`config.mk`:
```
export PLATFORM = sky130hd
export DESIGN_NAME = counter_seq_ctrl_flat
export DESIGN_NICKNAME = d
export VERILOG_FILES = /design/src/rtl/counter_seq_ctrl_if.sv /design/src/rtl/counter_seq_ctrl.sv /design/src/flat_wrapper.sv
export SDC_FILE = /design/constraint.sdc
export NUM_CORES = 1
export LEC_CHECK = 0
export ABC_AREA = 1
export BUFFER_PORTS_ARGS = -buffer_cell sky130_fd_sc_hd__buf_2
export CORE_ASPECT_RATIO = 0.8
export CORE_MARGIN = 1.5
export CORE_UTILIZATION = 40
export DETAILED_ROUTE_END_ITERATION = 10
export SYNTH_ARGS = -nofsm -noshare
export SYNTH_HDL_FRONTEND = slang
export SYNTH_SLANG_ARGS = --single-unit
```
`constraint.sdc`:
```
create_clock -name clk -period 1.9 [get_ports clk]
set_clock_uncertainty 0.2 [all_clocks]
set_input_delay 0.38 -clock clk [delete_from_list [all_inputs] [get_ports clk]]
set_output_delay 0.38 -clock clk [all_outputs]
set_load 0.005 [all_outputs]
```
`src/rtl/counter_seq_ctrl_if.sv`:
```
// Request/grant and counter-control bundle between two requesters, the sequencer and a shared 3-bit step counter.
// Latency: none, this is wiring only.
// Backpressure: requesters hold req high until they see their gnt.
interface counter_seq_ctrl_if #(
  parameter int STEP_W = 8
);
  logic              req0;
  logic              mode0;
  logic [STEP_W-1:0] len0;
  logic              req1;
  logic              mode1;
  logic [STEP_W-1:0] len1;
  logic [2:0]        count_in;
  logic              gnt0;
  logic              gnt1;
  logic              cnt_clear;
  logic              cnt_en;
  logic              cnt_mode;
  logic              busy;
  logic              done;
  logic              done_id;
  logic              err;

  // Sequencer side: it receives the requests and the counter code, and drives the grants and counter controls.
  modport master (
    input  req0, mode0, len0, req1, mode1, len1, count_in,
    output gnt0, gnt1, cnt_clear, cnt_en, cnt_mode, busy, done, done_id, err
  );

  // Environment side: the requesters and the counter.
  modport slave (
    output req0, mode0, len0, req1, mode1, len1, count_in,
    input  gnt0, gnt1, cnt_clear, cnt_en, cnt_mode, busy, done, done_id, err
  );
endinterface

```
`src/rtl/counter_seq_ctrl.sv`:
```
// Round-robin sequencer that shares one binary/Gray step counter between two requesters and checks the returned code.
// Latency: request sampled at edge k; gnt and cnt_clear are high from k+1, cnt_en is high from k+2 for len cycles, then a 1-cycle done pulse.
// Backpressure: requests are held until granted; requests are ignored outside IDLE, and a mismatch only sets the sticky err flag.
module counter_seq_ctrl #(
  parameter int STEP_W = 8
) (
  input logic               clk,
  input logic               reset,
  counter_seq_ctrl_if.master io
);

  typedef enum logic [1:0] {S_IDLE, S_CLEAR, S_RUN, S_DONE} state_t;

  state_t            r_state, w_state_nxt;
  logic              r_ptr, w_ptr_nxt;          // 1 = requester 1 wins a tie
  logic              r_id, w_id_nxt;            // index of the granted requester
  logic              r_mode, w_mode_nxt;
  logic [STEP_W-1:0] r_len, w_len_nxt;
  logic [STEP_W-1:0] r_remaining, w_remaining_nxt;
  logic [2:0]        r_idx, w_idx_nxt;          // model step index; the code is derived from it
  logic [2:0]        w_expected;
  logic              r_err, w_err_nxt;

  logic r_gnt0, r_gnt1, r_clear, r_en, r_cnt_mode, r_busy, r_done, r_done_id;
  logic w_gnt0_nxt, w_gnt1_nxt, w_clear_nxt, w_en_nxt, w_cnt_mode_nxt;
  logic w_busy_nxt, w_done_nxt, w_done_id_nxt;

  // The expected code is the step index, Gray-encoded when the run uses Gray mode.
  assign w_expected = r_mode ? (r_idx ^ (r_idx >> 1)) : r_idx;

  // Next state, arbitration and bookkeeping. Outputs are decoded from the next state so they can be registered.
  always_comb begin
    w_state_nxt     = r_state;
    w_ptr_nxt       = r_ptr;
    w_id_nxt        = r_id;
    w_mode_nxt      = r_mode;
    w_len_nxt       = r_len;
    w_remaining_nxt = r_remaining;
    w_idx_nxt       = r_idx;
    w_err_nxt       = r_err;

    case (r_state)
      S_IDLE: begin
        if (io.req0 && (!io.req1 || !r_ptr)) begin
          w_id_nxt    = 1'b0;
          w_mode_nxt  = io.mode0;
          w_len_nxt   = io.len0;
          w_ptr_nxt   = 1'b1;
          w_state_nxt = S_CLEAR;
        end else if (io.req1) begin
          w_id_nxt    = 1'b1;
          w_mode_nxt  = io.mode1;
          w_len_nxt   = io.len1;
          w_ptr_nxt   = 1'b0;
          w_state_nxt = S_CLEAR;
        end
      end
      S_CLEAR: begin
        w_remaining_nxt = r_len;
        w_idx_nxt       = 3'd0;
        w_state_nxt     = (r_len == '0) ? S_DONE : S_RUN;
      end
      S_RUN: begin
        w_remaining_nxt = r_remaining - STEP_W'(1);
        w_idx_nxt       = r_idx + 3'd1;
        if (r_remaining == STEP_W'(1)) begin
          w_state_nxt = S_DONE;
        end
      end
      S_DONE: begin
        w_state_nxt = S_IDLE;
      end
      default: begin
        w_state_nxt = S_IDLE;
      end
    endcase

    // The counter is compared whenever it should be holding a known step value.
    if ((r_state == S_RUN || r_state == S_DONE) && io.count_in != w_expected) begin
      w_err_nxt = 1'b1;
    end

    w_busy_nxt     = (w_state_nxt != S_IDLE);
    w_gnt0_nxt     = (w_state_nxt == S_CLEAR || w_state_nxt == S_RUN) && !w_id_nxt;
    w_gnt1_nxt     = (w_state_nxt == S_CLEAR || w_state_nxt == S_RUN) && w_id_nxt;
    w_clear_nxt    = (w_state_nxt == S_CLEAR);
    w_en_nxt       = (w_state_nxt == S_RUN);
    w_cnt_mode_nxt = w_busy_nxt && w_mode_nxt;
    w_done_nxt     = (w_state_nxt == S_DONE);
    w_done_id_nxt  = w_done_nxt && w_id_nxt;
  end

  // State, latched request fields and registered outputs; reset overrides everything, including mid-run.
  always_ff @(posedge clk) begin
    if (!reset) begin
      r_state     <= S_IDLE;
      r_ptr       <= 1'b0;
      r_id        <= 1'b0;
      r_mode      <= 1'b0;
      r_len       <= '0;
      r_remaining <= '0;
      r_idx       <= 3'd0;
      r_err       <= 1'b0;
      r_gnt0      <= 1'b0;
      r_gnt1      <= 1'b0;
      r_clear     <= 1'b0;
      r_en        <= 1'b0;
      r_cnt_mode  <= 1'b0;
      r_busy      <= 1'b0;
      r_done      <= 1'b0;
      r_done_id   <= 1'b0;
    end else begin
      r_state     <= w_state_nxt;
      r_ptr       <= w_ptr_nxt;
      r_id        <= w_id_nxt;
      r_mode      <= w_mode_nxt;
      r_len       <= w_len_nxt;
      r_remaining <= w_remaining_nxt;
      r_idx       <= w_idx_nxt;
      r_err       <= w_err_nxt;
      r_gnt0      <= w_gnt0_nxt;
      r_gnt1      <= w_gnt1_nxt;
      r_clear     <= w_clear_nxt;
      r_en        <= w_en_nxt;
      r_cnt_mode  <= w_cnt_mode_nxt;
      r_busy      <= w_busy_nxt;
      r_done      <= w_done_nxt;
      r_done_id   <= w_done_id_nxt;
    end
  end

  assign io.gnt0      = r_gnt0;
  assign io.gnt1      = r_gnt1;
  assign io.cnt_clear = r_clear;
  assign io.cnt_en    = r_en;
  assign io.cnt_mode  = r_cnt_mode;
  assign io.busy      = r_busy;
  assign io.done      = r_done;
  assign io.done_id   = r_done_id;
  assign io.err       = r_err;

endmodule

```
`src/flat_wrapper.sv`:
```
// flat-port wrapper written by rule: the top's interface ports become plain ports
module counter_seq_ctrl_flat 
#(
  parameter int STEP_W = 8
)
  (clk, reset, io_req0, io_mode0, io_len0, io_req1, io_mode1, io_len1, io_count_in, io_gnt0, io_gnt1, io_cnt_clear, io_cnt_en, io_cnt_mode, io_busy, io_done, io_done_id, io_err);
  counter_seq_ctrl_if #(.STEP_W(STEP_W)) io_i ();
  input logic clk;
  input logic reset;
  input wire logic [$bits(io_i.req0)-1:0] io_req0;
  input wire logic [$bits(io_i.mode0)-1:0] io_mode0;
  input wire logic [$bits(io_i.len0)-1:0] io_len0;
  input wire logic [$bits(io_i.req1)-1:0] io_req1;
  input wire logic [$bits(io_i.mode1)-1:0] io_mode1;
  input wire logic [$bits(io_i.len1)-1:0] io_len1;
  input wire logic [$bits(io_i.count_in)-1:0] io_count_in;
  output wire logic [$bits(io_i.gnt0)-1:0] io_gnt0;
  output wire logic [$bits(io_i.gnt1)-1:0] io_gnt1;
  output wire logic [$bits(io_i.cnt_clear)-1:0] io_cnt_clear;
  output wire logic [$bits(io_i.cnt_en)-1:0] io_cnt_en;
  output wire logic [$bits(io_i.cnt_mode)-1:0] io_cnt_mode;
  output wire logic [$bits(io_i.busy)-1:0] io_busy;
  output wire logic [$bits(io_i.done)-1:0] io_done;
  output wire logic [$bits(io_i.done_id)-1:0] io_done_id;
  output wire logic [$bits(io_i.err)-1:0] io_err;
  assign io_i.req0 = io_req0;
  assign io_i.mode0 = io_mode0;
  assign io_i.len0 = io_len0;
  assign io_i.req1 = io_req1;
  assign io_i.mode1 = io_mode1;
  assign io_i.len1 = io_len1;
  assign io_i.count_in = io_count_in;
  assign io_gnt0 = io_i.gnt0;
  assign io_gnt1 = io_i.gnt1;
  assign io_cnt_clear = io_i.cnt_clear;
  assign io_cnt_en = io_i.cnt_en;
  assign io_cnt_mode = io_i.cnt_mode;
  assign io_busy = io_i.busy;
  assign io_done = io_i.done;
  assign io_done_id = io_i.done_id;
  assign io_err = io_i.err;
  counter_seq_ctrl #(.STEP_W(STEP_W)) u_core (.clk(clk), .reset(reset), .io(io_i));
endmodule
```
=== After elaboration in Yosys (flattened, before gate mapping) ===
Index checks and enable logic that the tools add are counted.

* Flip-flop bits (word level): 33
* Latch bits: 0
* Bits in writable memories: 0
* Bits in read-only memories: 0
* Bits of input ports: 25
* Memories kept: 0

* Add/subtract/negate cells: 2
* $mul: 0
* Div/mod/pow operators: 0
* Magnitude comparators: 0
* Eq/ne operators: 8
* Shift-type cells: 0
* Muxes and demuxes: 18
* Bitwise gates (word level): 1
* Reduce and logical (&&, ||, !) cells: 18

{| class="wikitable"
|+ Operators by type and width
! kind !! count
|-
| $mux 8 || 2
|-
| $pmux 8 s2 || 1
|-
| $mux 1 || 9
|-
| $eq 2x2->1 const B || 4
|-
| $eq 8x1->1 const B || 1
|-
| $logic_not 8->1 || 1
|-
| $pmux 2 s4 || 1
|-
| $sub 8x1->8 const B || 1
|-
| $logic_and 1x1->1 || 6
|-
| $mux 2 || 3
|-
| $pmux 3 s2 || 1
|-
| $reduce_bool 2->1 || 3
|-
| $eq 2x1->1 const B || 2
|-
| $add 3x1->3 const B || 1
|-
| $logic_not 1->1 || 3
|-
| $logic_or 1x1->1 || 3
|-
| $mux 3 || 1
|-
| $ne 3x3->1 || 1
|-
| $xor 3x2->3 || 1
|-
| $logic_not 2->1 || 1
|-
| $reduce_and 2->1 || 1
|}

=== Logic depth before layout (Yosys ltp) ===
Gate-level depths: netlist (run 1).

* Depth in word-level cells: 8
* Mapped depth: 11
* Mapped depth without buffers: 11

=== Worst setup path after synthesis (run 1) ===
No wires, ideal clock.

* Kind: register to register
* Start point: reg u_core.r_state[0]
* End point: reg u_core.r_gnt0, in the netlist u_core.io.gnt0
* Data arrival time: 1.371 ns
* Slack: 0.251 ns
* Cell stages (with the launch flop): 9
* Path buffers: 1
* Period minus slack after synthesis: 1.649 ns
* Path through: dfxtp_1 > inv_1 > ha_1 > buf_2 > nand2_1 > nand2_1 > nand2_1 > ha_1 > nor3_1

* Word-level cells in the longest chain between the ends: 6
* Elaborated cells between the ends (all ways): 14
* Those cells by class: eq/ne: 5; mux: 5; reduce/logical: 4

{| class="wikitable"
|+ Ends and longest elaborated chain
! what !! RTL line !! RTL
|-
| start: declaration || counter_seq_ctrl.sv:14 || <nowiki>state_t r_state, w_state_nxt;</nowiki>
|-
| start signal: assignment || counter_seq_ctrl.sv:113 || <nowiki>r_state <= w_state_nxt;</nowiki>
|-
| $mux 2 || counter_seq_ctrl.sv:50 || <nowiki>end else if (io.req1) begin</nowiki>
|-
| $mux 2 || counter_seq_ctrl.sv:44 || <nowiki>if (io.req0 && (!io.req1 || !r_ptr)) begin</nowiki>
|-
| $pmux 2 s4 || counter_seq_ctrl.sv:42 || <nowiki>case (r_state)</nowiki>
|-
| $eq 2x1->1 or $eq 2x2->1 (tied branches) || counter_seq_ctrl.sv:84 || <nowiki>w_gnt0_nxt = (w_state_nxt == S_CLEAR || w_state_nxt == S_RUN) && !w_id_nxt;</nowiki>
|-
| $logic_or 1x1->1 || counter_seq_ctrl.sv:84 ||
|-
| $logic_and 1x1->1 (*) || counter_seq_ctrl.sv:84 ||
|-
| end signal: assignment || counter_seq_ctrl.sv:121 || <nowiki>r_gnt0 <= w_gnt0_nxt;</nowiki>
|-
| end: declaration || counter_seq_ctrl.sv:24 || <nowiki>logic r_gnt0, r_gnt1, r_clear, r_en, r_cnt_mode, r_busy, r_done, r_done_id;</nowiki>
|}

Every way passes the cells marked *; elsewhere a longest branch is shown, timed or not.
A chain may end at the register's enable or synchronous reset.

=== Worst setup path after layout (run 1) ===
* Start point: reg u_core.r_state[0]
* End point: reg u_core.r_remaining[3]

* Word-level cells in the longest chain between the ends: 2
* Elaborated cells between the ends (all ways): 4
* Those cells by class: eq/ne: 2; mux: 1; reduce/logical: 1

{| class="wikitable"
|+ Ends and longest elaborated chain
! what !! RTL line !! RTL
|-
| $eq 2x2->1 or $eq 2x1->1 (tied branches) || counter_seq_ctrl.sv:42 ||
|-
| $pmux 8 s2 or $reduce_bool 2->1 (tied branches) || n/a ||
|-
| end signal: assignment || counter_seq_ctrl.sv:118 || <nowiki>r_remaining <= w_remaining_nxt;</nowiki>
|-
| end: declaration || counter_seq_ctrl.sv:19 || <nowiki>logic [STEP_W-1:0] r_remaining, w_remaining_nxt;</nowiki>
|}

Several ways; a longest one is shown, not always the timed one.

==> results.py, run 1 <==
metrics = {
    "global_route": {
        "grt_overflow": 0,
        "grt_max_degree": 18,
        "grt_pass1_wl_microns": 6680,
        "grt_usage_pct": 17.7,
        "antenna_found_initial": 0,
        "grt_pass1_vias": 1521,
    },
    "drt": {
        "routed_wl_microns": 3960,
        "vias": 1637,
        "post_drt_wl_per_cell_microns": 11.9,
        "drc": 0,
        "dr.pass1.iters": 4,
        "drt_iter0_drc": 127,
        "ant_nets": 0,
        "routed_via_density": 4.90,
    },
    "hold_path": {
        "hold_path_class": "primary input to register",
        "min_to": "u_core.r_len[3]$_SDFFE_PN0P_",
        "holdPathStages": 3,
        "min_from": "io_len1[3]",
    },
    "finish": {
        "diodes": 0,
        "syn_to_final_growth_pct": 17.9,
        "nets": 314,
        "fin_cells": 334,
        "drive_gt1_share_pct": 22.7,
    },
    "critical_path": {
        "worst-path-buf-inv": 2,
        "crit_path_max_fanout": 14,
        "required_ps": 1930,
        "critPathTopFamily": "compound AO/OA/AOI/OAI gates",
        "ff2ff_path_depth": 6,
        "r2r-start": "u_core.r_state[0]$_SDFF_PN0_",
        "arrival_ps": 1780,
        "setup.worst_path.class": "register to register",
        "critical_path.reg2reg.endpoint": "u_core.r_remaining[3]$_SDFFE_PN0P_",
        "end_kind": "register",
        "r2r_slack_ps": 150,
        "critPathMaxStageDelay_ps": 360,
        "path_depth": 6,
        "path_cells": "inv_1, ha_4, clkinvlp_4, o21ai_1, o21ai_0, a21oi_1",
        "start_kind": "register",
        "worst_path_max_delay_cell": "dfxtp_1",
    },
    "timing": {
        "rsz0062_at_grt": "no",
        "tns_ps": 0,
        "max_slew.worst_pin.slew_ps": 552,
        "fmax_mhz": 571,
        "fin_ws_ps": 150,
        "period_needed_ps": 1750,
        "setup_viol": 0,
        "slew_headroom_pct": 63.1,
        "fin_crit_sh_pct": 92.1,
        "final_hold_viol_count": 0,
        "fin_hold_ws_ps": 151,
        "drv_slew": 0,
    },
    "place": {
        "port_buffers": 33,
        "dp_hpwl_microns": 2890,
        "gp_congestion": 0.846,
        "dp.cells": 327,
        "place_ws_ps": 77.1,
    },
    "synthesis": {
        "ys_warn_count": 0,
        "synthCells": 241,
        "netlist_area_sq_um": 1770,
        "synth_seq_cells": 33,
        "synthDistinctLibCells": 29,
        "yosysSeqAreaShare_pct": 37.4,
        "syn_nets": 278,
        "syn_area_per_cell_sq_um": 7.33,
    },
    "clock_network": {
        "cts.sinks": 33,
        "clockBufferDepth": 2,
        "htree_levels": 2,
        "clock_latency_ps": 290,
        "clock-root-buffer": "clkbuf_8",
        "tritoncts": "built",
        "cts_made_buffers": 5,
        "clk_pin_slew_ps": 70,
        "ctsHoldBuffers": 0,
    },
    "job": {
        "maxCapViolations": 0,
    },
    "power_and_ir_drop": {
        "peakVddDrop_mv": 0.776,
        "p_leak_nw": 1.00,
        "powerDensity_nw_per_um2": 1560,
    },
    "die": {
        "ioPinCount": 34,
        "die_w_microns": 77.3,
        "initial_core_util_pct": 42.0,
        "die_area_sq_um": 4830,
        "core-area_sq_um": 4200,
        "std_cell_rows": 21,
        "dieHeight_microns": 62.4,
    },
    "outcome": {
        "status": "completed",
    },
}
per-layer routing:
layer	up-vias	global-route usage, %	part of all wire (%)
met3	6	5.40	5.7
met5	-	0	0
met4	0	6.36	1.2
li1	856	-	-
met1	723	24.3	51
met2	52	26.0	42
synth_stat cells:
cell | n | area share, %
inv_2 | 2 | 0.43
a21oi_1 | 12 | 3.4
o31ai_1 | 1 | 0.43
clkbuf_2 | 1 | 0.28
xnor2_1 | 1 | 0.50
nor2_1 | 27 | 5.7
buf_4 | 2 | 0.85
nand3_1 | 22 | 6.2
nand4_1 | 2 | 0.71
buf_2 | 6 | 1.7
o211ai_1 | 3 | 1.3
dfxtp_1 | 33 | 37
ha_1 | 12 | 8.5
a31oi_1 | 6 | 2.1
and3_1 | 1 | 0.35
nand2_1 | 48 | 10
buf_12 | 1 | 1.1
nand3_2 | 2 | 1.1
o21ai_1 | 3 | 0.85
inv_1 | 28 | 5.9
nand2_2 | 1 | 0.35
o21ai_2 | 3 | 1.5
o21bai_1 | 1 | 0.43
nor3_1 | 3 | 0.85
nand2_4 | 2 | 1.3
a31oi_2 | 2 | 1.4
o211ai_2 | 1 | 0.71
or2_2 | 1 | 0.35
o21ai_0 | 14 | 4.0
logic make-up (layout without fill, tap and decap cells):
| family | after synthesis | after routing | synth area share [%] |
|---|---|---|---|
| buffers and inverters | 40 | 76 | 10.3 |
| AO/OA/AOI/OAI | 46 | 46 | 16.1 |
| flip-flops | 33 | 33 | 37.4 |
| AND/OR/NAND/NOR | 109 | 109 | 27.2 |
| adder cells (fa/ha/maj) | 12 | 12 | 8.50 |
| XOR/XNOR | 1 | 1 | 0.496 |
final cells by class:
| class | instances | area, sq um |
|---|---|---|
| Fill cell | 429 | 2120 |
| Clock buffer | 7 | 86.3 |
| Tap cell | 57 | 71.3 |
| Timing Repair Buffer | 39 | 210 |
| Inverter | 30 | 116 |
| Sequential cell | 33 | 661 |
| Multi-Input combinational cell | 168 | 938 |
timing repair:
action / 4_1_cts / 5_1_grt
setup endpoints to repair: 0 / 5
buffers inserted: 0 / 0
resized for setup: 0 / 4
hold endpoints to repair: 0 / 0
worst min-delay path, cell delays in order:
cell and delay, ps:
buf_2 90, nand2_1 50, a31oi_1 70
flip-flops by register name (all words and copies together), names as in the netlist, 2 cells and up:
name,cells
u_core.r_idx,3
u_core.r_len,8
u_core.r_remaining,8
u_core.r_state,2
layout by cell type (no fill, tap or decap), types with 6 or more instances in the layout:
cell / count
a21oi_1: 12
a31oi_1: 6
buf_2: 33
buf_4: 6
clkbuf_8: 6
dfxtp_1: 33
ha_1: 11
inv_1: 26
nand2_1: 47
nand3_1: 22
nor2_1: 27
o21ai_0: 14
worst max path at each step:
stage / from / end / slack, ps
floorplan: u_core.r_state[0]$_SDFF_PN0_ / u_core.io.gnt0$_SDFF_PN0_ / 250
global placement: u_core.r_state[1]$_SDFF_PN0_ / u_core.io.done_id$_SDFF_PN0_ / 150
detailed placement: u_core.r_state[0]$_SDFF_PN0_ / u_core.r_remaining[3]$_SDFFE_PN0P_ / 80
CTS: u_core.r_state[0]$_SDFF_PN0_ / u_core.r_remaining[3]$_SDFFE_PN0P_ / 80
global route: u_core.r_state[0]$_SDFF_PN0_ / u_core.r_remaining[1]$_SDFFE_PN0P_ / 10
finish: u_core.r_state[0]$_SDFF_PN0_ / u_core.r_remaining[3]$_SDFFE_PN0P_ / 150
report_power, final:
group | internal, mW | switching (mW) | leakage, nW | total, mW
combinational | 0.621 | 0.970 | 0.684 | 1.59
sequential | 0.951 | 0.186 | 0.272 | 1.14
clock | 0.287 | 0.245 | 0.0443 | 0.532
per-stage QoR:
stage                     instance area, sq um  total power [mW]  util (%)
after floorplan                           1770              2.29         -
after CTS                                 2060              3.21      49.1
final                                     2080              3.26      49.6
after detailed placement                  1980              2.66      47.1
after global routing                      2080              3.56      49.6
after global placement                    1980              2.66      47.1
Note: power is estimated with default switching activity, not from simulation.
==> run 2, diff against run 1 <==
--- a/config.mk
+++ b/config.mk
@@ -8,9 +8,10 @@
 export ABC_AREA = 1
 export BUFFER_PORTS_ARGS = -buffer_cell sky130_fd_sc_hd__buf_2
 export CORE_ASPECT_RATIO = 0.8
-export CORE_MARGIN = 1.5
+export CORE_MARGIN = 2
 export CORE_UTILIZATION = 40
 export DETAILED_ROUTE_END_ITERATION = 10
+export SLEW_MARGIN = 20
 export SYNTH_ARGS = -nofsm -noshare
 export SYNTH_HDL_FRONTEND = slang
 export SYNTH_SLANG_ARGS = --single-unit
==> run 2 against run 1 <==
  * Register-to-register slack got worse by 70 ps
  * Fmax fell by 3.6%
  * First-iteration DRC count fell by 3.1%
  * Critical path depth did not move
  * Global-route usage fell by 0.34 points
  * Utilization rose by 0.83 points
  * Combinational power rose by 7%
==> results.py, run 2 (synthesized netlist as in run 1, its figures left out) <==
metrics = {
    "die": {
        "ioPinCount": 34,
        "std_cell_rows": 21,
        "die_area_sq_um": 4970,
        "core-area_sq_um": 4200,
        "initial_core_util_pct": 42.0,
        "dieHeight_microns": 63.4,
        "die_w_microns": 78.3,
    },
    "place": {
        "port_buffers": 33,
        "placed_cell_area_sq_um": 1990,
        "gp_congestion": 0.851,
        "dp_hpwl_microns": 2890,
    },
    "job": {
        "maxCapViolations": 0,
    },
    "drt": {
        "post_drt_wl_per_cell_microns": 11.7,
        "drt_iter0_drc": 123,
        "routed_via_density": 4.84,
        "vias": 1640,
        "dr.pass1.iters": 4,
        "routed_wl_microns": 3960,
        "ant_nets": 0,
        "drc": 0,
    },
    "clock_network": {
        "clock-root-buffer": "clkbuf_8",
        "clock_latency_ps": 280,
        "htree_levels": 2,
        "clk_pin_slew_ps": 70,
        "cts_made_buffers": 5,
        "tritoncts": "built",
        "clockBufferDepth": 2,
        "cts.sinks": 33,
    },
    "critical_path": {
        "required_ps": 1910,
        "start_kind": "register",
        "worst-path-buf-inv": 3,
        "setup.worst_path.class": "register to register",
        "arrival_ps": 1830,
        "end_kind": "register",
        "critPathTopFamily": "buffers and inverters",
        "crit_path_max_fanout": 5,
        "path_cells": "inv_1, ha_1, clkinvlp_4, buf_4, or2_2, a21oi_1",
        "worst_path_max_delay_cell": "dfxtp_1",
        "critPathMaxStageDelay_ps": 380,
    },
    "finish": {
        "layout_common_cells": "47 x nand2_1, 33 x buf_2, 33 x dfxtp_1",
        "final_common_cell": "nand2_1",
        "syn_to_final_growth_pct": 19.9,
        "drive_gt1_share_pct": 24.1,
        "final_core_util_pct": 50.4,
        "nets": 318,
        "diodes": 0,
        "largestRegisters": "u_core.r_len (8), u_core.r_remaining (8), u_core.r_idx (3)",
        "design_area_sq_um": 2120,
    },
    "power_and_ir_drop": {
        "powerDensity_nw_per_um2": 1570,
        "power.total_mw": 3.33,
        "p_leak_nw": 1.02,
        "peakVddDrop_mv": 0.839,
    },
    "hold_path": {
        "hold_path_class": "primary input to register",
    },
    "timing": {
        "drv_slew": 0,
        "max_slew.worst_pin.slew_ps": 541,
        "setup_viol": 0,
        "final_hold_viol_count": 0,
        "fmax_mhz": 551,
        "period_needed_ps": 1820,
        "slew_headroom_pct": 63.9,
        "fin_crit_sh_pct": 95.6,
        "rsz0062_at_grt": "yes",
    },
    "global_route": {
        "grt_max_degree": 18,
        "grt_overflow": 0,
        "grt_usage_pct": 17.3,
        "antenna_found_initial": 0,
        "grt_pass1_wl_microns": 6760,
        "grt_pass1_vias": 1457,
    },
    "outcome": {
        "status": "completed",
    },
}
-- run 2: cell types whose count changed in the layout (fill, tap and decap cells not counted), sizes merged --
cell / delta
clkinv: +2
clkbuf: -1
buf: +4
-- run 2: per-stage QoR --
stage / cells / setup TNS, ps / hold WS [ps] / worst slack, ps
6_report: 339 / 0 / 158 / 83.6
5_1_grt: 339 / -180 / 159 / -49.7
4_1_cts: 337 / 0 / 150 / 69.4
3_5_place_dp: 329 / 0 / 238 / 77.4
3_3_place_gp: 329 / 0 / 236 / 144
2_1_floorplan: 241 / 0 / 246 / 251
-- run 2: power by group --
group          internal [mW]  leakage (nW)  switching (mW)
registers              0.951         0.272           0.181
logic                  0.691         0.705            1.00
clock network          0.254        0.0450           0.249
-- run 2: layout make-up --
| type | count | area [sq um] |
|---|---|---|
| fill | 443 | 2090 |
| clock inverter | 2 | 10.0 |
| tap | 57 | 71.3 |
| inverter | 30 | 116 |
| multi-input combinational | 168 | 943 |
| timing repair buffer | 43 | 244 |
| sequential | 33 | 661 |
| clock buffer | 6 | 72.6 |
-- run 2: what timing repair did --
| item | CTS | global route |
|---|---|---|
| hold buffers | 0 | 0 |
| endpoints found under the hold margin | 0 | 0 |
| endpoints found under the setup margin | 0 | 8 |
| buffers inserted | 0 | 2 |
| resized for setup | 0 | 5 |
-- run 2: path summary, 6_finish.rpt --
path | startpoint | endpoint | slack, ps | cells after the start
worst max-delay path | u_core.r_state[0]$_SDFF_PN0_ | u_core.r_idx[0]$_SDFFE_PN0P_ | 80 | 6
worst min-delay path | io_len1[3] | u_core.r_len[3]$_SDFFE_PN0P_ | 160 | 3
worst max register to register | u_core.r_state[0]$_SDFF_PN0_ | u_core.r_idx[0]$_SDFFE_PN0P_ | 80 | 6
worst min register to register | u_core.io.err$_SDFFE_PN0P_ | u_core.io.err$_SDFFE_PN0P_ | 250 | 2
-- run 2: worst reg2reg max path: stages (launching register included) --
cell and delay (ps):
dfxtp_1 380, inv_1 120, ha_1 370, clkinvlp_4 140
buf_4 160, or2_2 270, a21oi_1 110
-- run 2: routing by layer --
metal	track usage (%)	wire length (microns)	up-vias
met5	0	0	-
met2	24.4	1610	45
met1	25.5	2110	724
met4	6.58	48	0
met3	3.87	184	6
li1	-	-	865
==> run 3, diff against run 2 <==
--- a/config.mk
+++ b/config.mk
@@ -10,6 +10,7 @@
 export CORE_ASPECT_RATIO = 0.8
 export CORE_MARGIN = 2
 export CORE_UTILIZATION = 40
+export CTS_BUF_LIST = sky130_fd_sc_hd__clkbuf_4
 export DETAILED_ROUTE_END_ITERATION = 10
 export SLEW_MARGIN = 20
 export SYNTH_ARGS = -nofsm -noshare
==> run 3 against run 2 <==
  * Final cell count stayed put
  * Worst setup slack better by 39 ps
  * First-iteration DRC count is 30% lower
  * Register-to-register slack better by 40 ps
  * Clock power is 23% lower
  * Non-clock buffer count stayed put
  * Critical endpoint unchanged
  * Global-route usage is 0.060 points higher
  * Highest routed layer unchanged
  * Die area stayed put
  * Fmax is 2.2% higher
  * Power is 5.2% lower
==> results.py, run 3 (synthesized netlist as in run 1, its figures left out) <==
metrics = {
    "critical_path": {
        "worst-path-buf-inv": 3,
        "critPathTopFamily": "buffers and inverters",
        "critPathMaxStageDelay_ps": 370,
        "start_kind": "register",
        "setup.worst_path.class": "register to register",
        "required_ps": 1970,
        "path_cells": "inv_1, ha_1, clkinvlp_4, buf_4, or2_2, a21oi_1",
        "worst_path_max_delay_cell": "dfxtp_2",
        "arrival_ps": 1850,
        "end_kind": "register",
        "crit_path_max_fanout": 5,
    },
    "power_and_ir_drop": {
        "power.total_mw": 3.16,
        "swShare_pct": 43.9,
        "pwr-share-clk_pct": 12.3,
        "pwr-share-seq_pct": 36.1,
        "powerDensity_nw_per_um2": 1520,
        "p_int_mw": 1.77,
        "p_leak_nw": 1.01,
        "peakVddDrop_mv": 0.794,
        "switchingPower_mw": 1.39,
        "comb_power_share_pct": 51.7,
    },
    "global_route": {
        "grt_usage_pct": 17.4,
        "grt_overflow": 0,
        "antenna_found_initial": 0,
        "grt_pass1_wl_microns": 6720,
        "grt_max_degree": 18,
        "grt_pass1_vias": 1434,
    },
    "finish": {
        "drive_gt1_share_pct": 25.5,
        "largestRegisters": "u_core.r_len (8), u_core.r_remaining (8), u_core.r_idx (3)",
        "regArea_sq_um": 664,
        "multi_input_area_sq_um": 928,
        "final_common_cell": "nand2_1",
        "nets": 318,
        "fill_cells": 447,
        "diodes": 0,
        "syn_to_final_growth_pct": 17.7,
        "layout_common_cells": "47 x nand2_1, 33 x buf_2, 30 x dfxtp_1",
    },
    "timing": {
        "fin_crit_sh_pct": 93.6,
        "final_hold_viol_count": 0,
        "tns_ps": 0,
        "fmax_mhz": 563,
        "slew_headroom_pct": 64.5,
        "period_needed_ps": 1780,
        "max_slew.worst_pin.slew_ps": 532,
        "setup_viol": 0,
        "rsz0062_at_grt": "yes",
        "drv_slew": 0,
    },
    "clock_network": {
        "clock-root-buffer": "clkbuf_4",
        "cts.sinks": 33,
        "tritoncts": "built",
        "cts_made_buffers": 5,
        "clk_pin_slew_ps": 100,
        "ctsHoldBuffers": 0,
        "clockBufferDepth": 2,
        "htree_levels": 2,
        "clock_latency_ps": 330,
    },
    "die": {
        "ioPinCount": 34,
        "die_area_sq_um": 4970,
        "core-area_sq_um": 4200,
        "dieHeight_microns": 63.4,
        "die_w_microns": 78.3,
        "initial_core_util_pct": 42.0,
        "std_cell_rows": 21,
    },
    "drt": {
        "drt_iter0_drc": 86,
        "dr.pass1.iters": 6,
        "drc": 0,
        "ant_nets": 0,
        "routed_wl_microns": 3910,
        "post_drt_wl_per_cell_microns": 11.5,
        "vias": 1627,
        "routed_via_density": 4.80,
    },
    "hold_path": {
        "hold_path_class": "primary input to register",
    },
    "job": {
        "maxCapViolations": 0,
    },
    "outcome": {
        "status": "completed",
    },
    "place": {
        "port_buffers": 33,
        "dp_hpwl_microns": 2890,
        "gp_congestion": 0.851,
    },
}
run 3: cell type report:
| class | count | share of cell area [%] |
|---|---|---|
| inverter | 30 | 5.60 |
| multi-input combinational | 168 | 44.6 |
| sequential | 33 | 31.9 |
| tap | 57 | 3.43 |
| clock buffer | 6 | 2.17 |
| timing repair buffer | 43 | 11.7 |
| clock inverter | 2 | 0.481 |
run 3: final timing paths:
kind                            depth (start not counted)                      endpoint  slack [ps]                    startpoint
worst max-delay path                                    6  u_core.r_idx[0]$_SDFFE_PN0P_         120  u_core.r_state[0]$_SDFF_PN0_
worst min-delay path                                    3  u_core.r_len[3]$_SDFFE_PN0P_         100                    io_len1[3]
worst max register to register                          6  u_core.r_idx[0]$_SDFFE_PN0P_         120  u_core.r_state[0]$_SDFF_PN0_
worst min register to register                          2    u_core.io.err$_SDFFE_PN0P_         250    u_core.io.err$_SDFFE_PN0P_
run 3: per-stage QoR:
step           std cells  util (%)  cell area [sq um]  setup WS, ps  hold WS [ps]
6_report             339      49.5               2080           122           103
3_5_place_dp         329      47.4               1990          77.4           238
5_1_grt              339      49.5               2080          3.60          91.7
4_1_cts              337      48.7               2050          63.2          84.9
2_1_floorplan        241         -               1770           251           246
3_3_place_gp         329      47.4               1990           144           236
run 3: repair_timing:
action	4_1_cts	5_1_grt
endpoints found under the setup margin	0	11
buffers inserted	0	2
resized for setup	0	8
endpoints found under the hold margin	0	0
run 3: power by group through the flow:
stage,sequential [mW],clock [mW],combinational [mW]
finish,1.14,0.387,1.63
global route,1.17,0.442,1.88
CTS,1.13,0.408,1.55
detailed placement,1.14,0,1.54
global placement,1.14,0,1.54
floorplan,1.11,0,1.19
run 3: per-layer routing:
metal | share of wire, % | wire length, microns | GRT usage, % | vias to the layer above
li1 | - | - | - | 868
met1 | 53 | 2090 | 25.7 | 716
met2 | 40 | 1580 | 24.0 | 37
met3 | 4.9 | 192 | 4.30 | 6
met4 | 1.3 | 51 | 6.58 | 0
met5 | 0 | 0 | 0 | -
run 3: worst min-delay path: stages:
cell and delay [ps]:
buf_2 100, nand2_1 50, a31oi_1 70
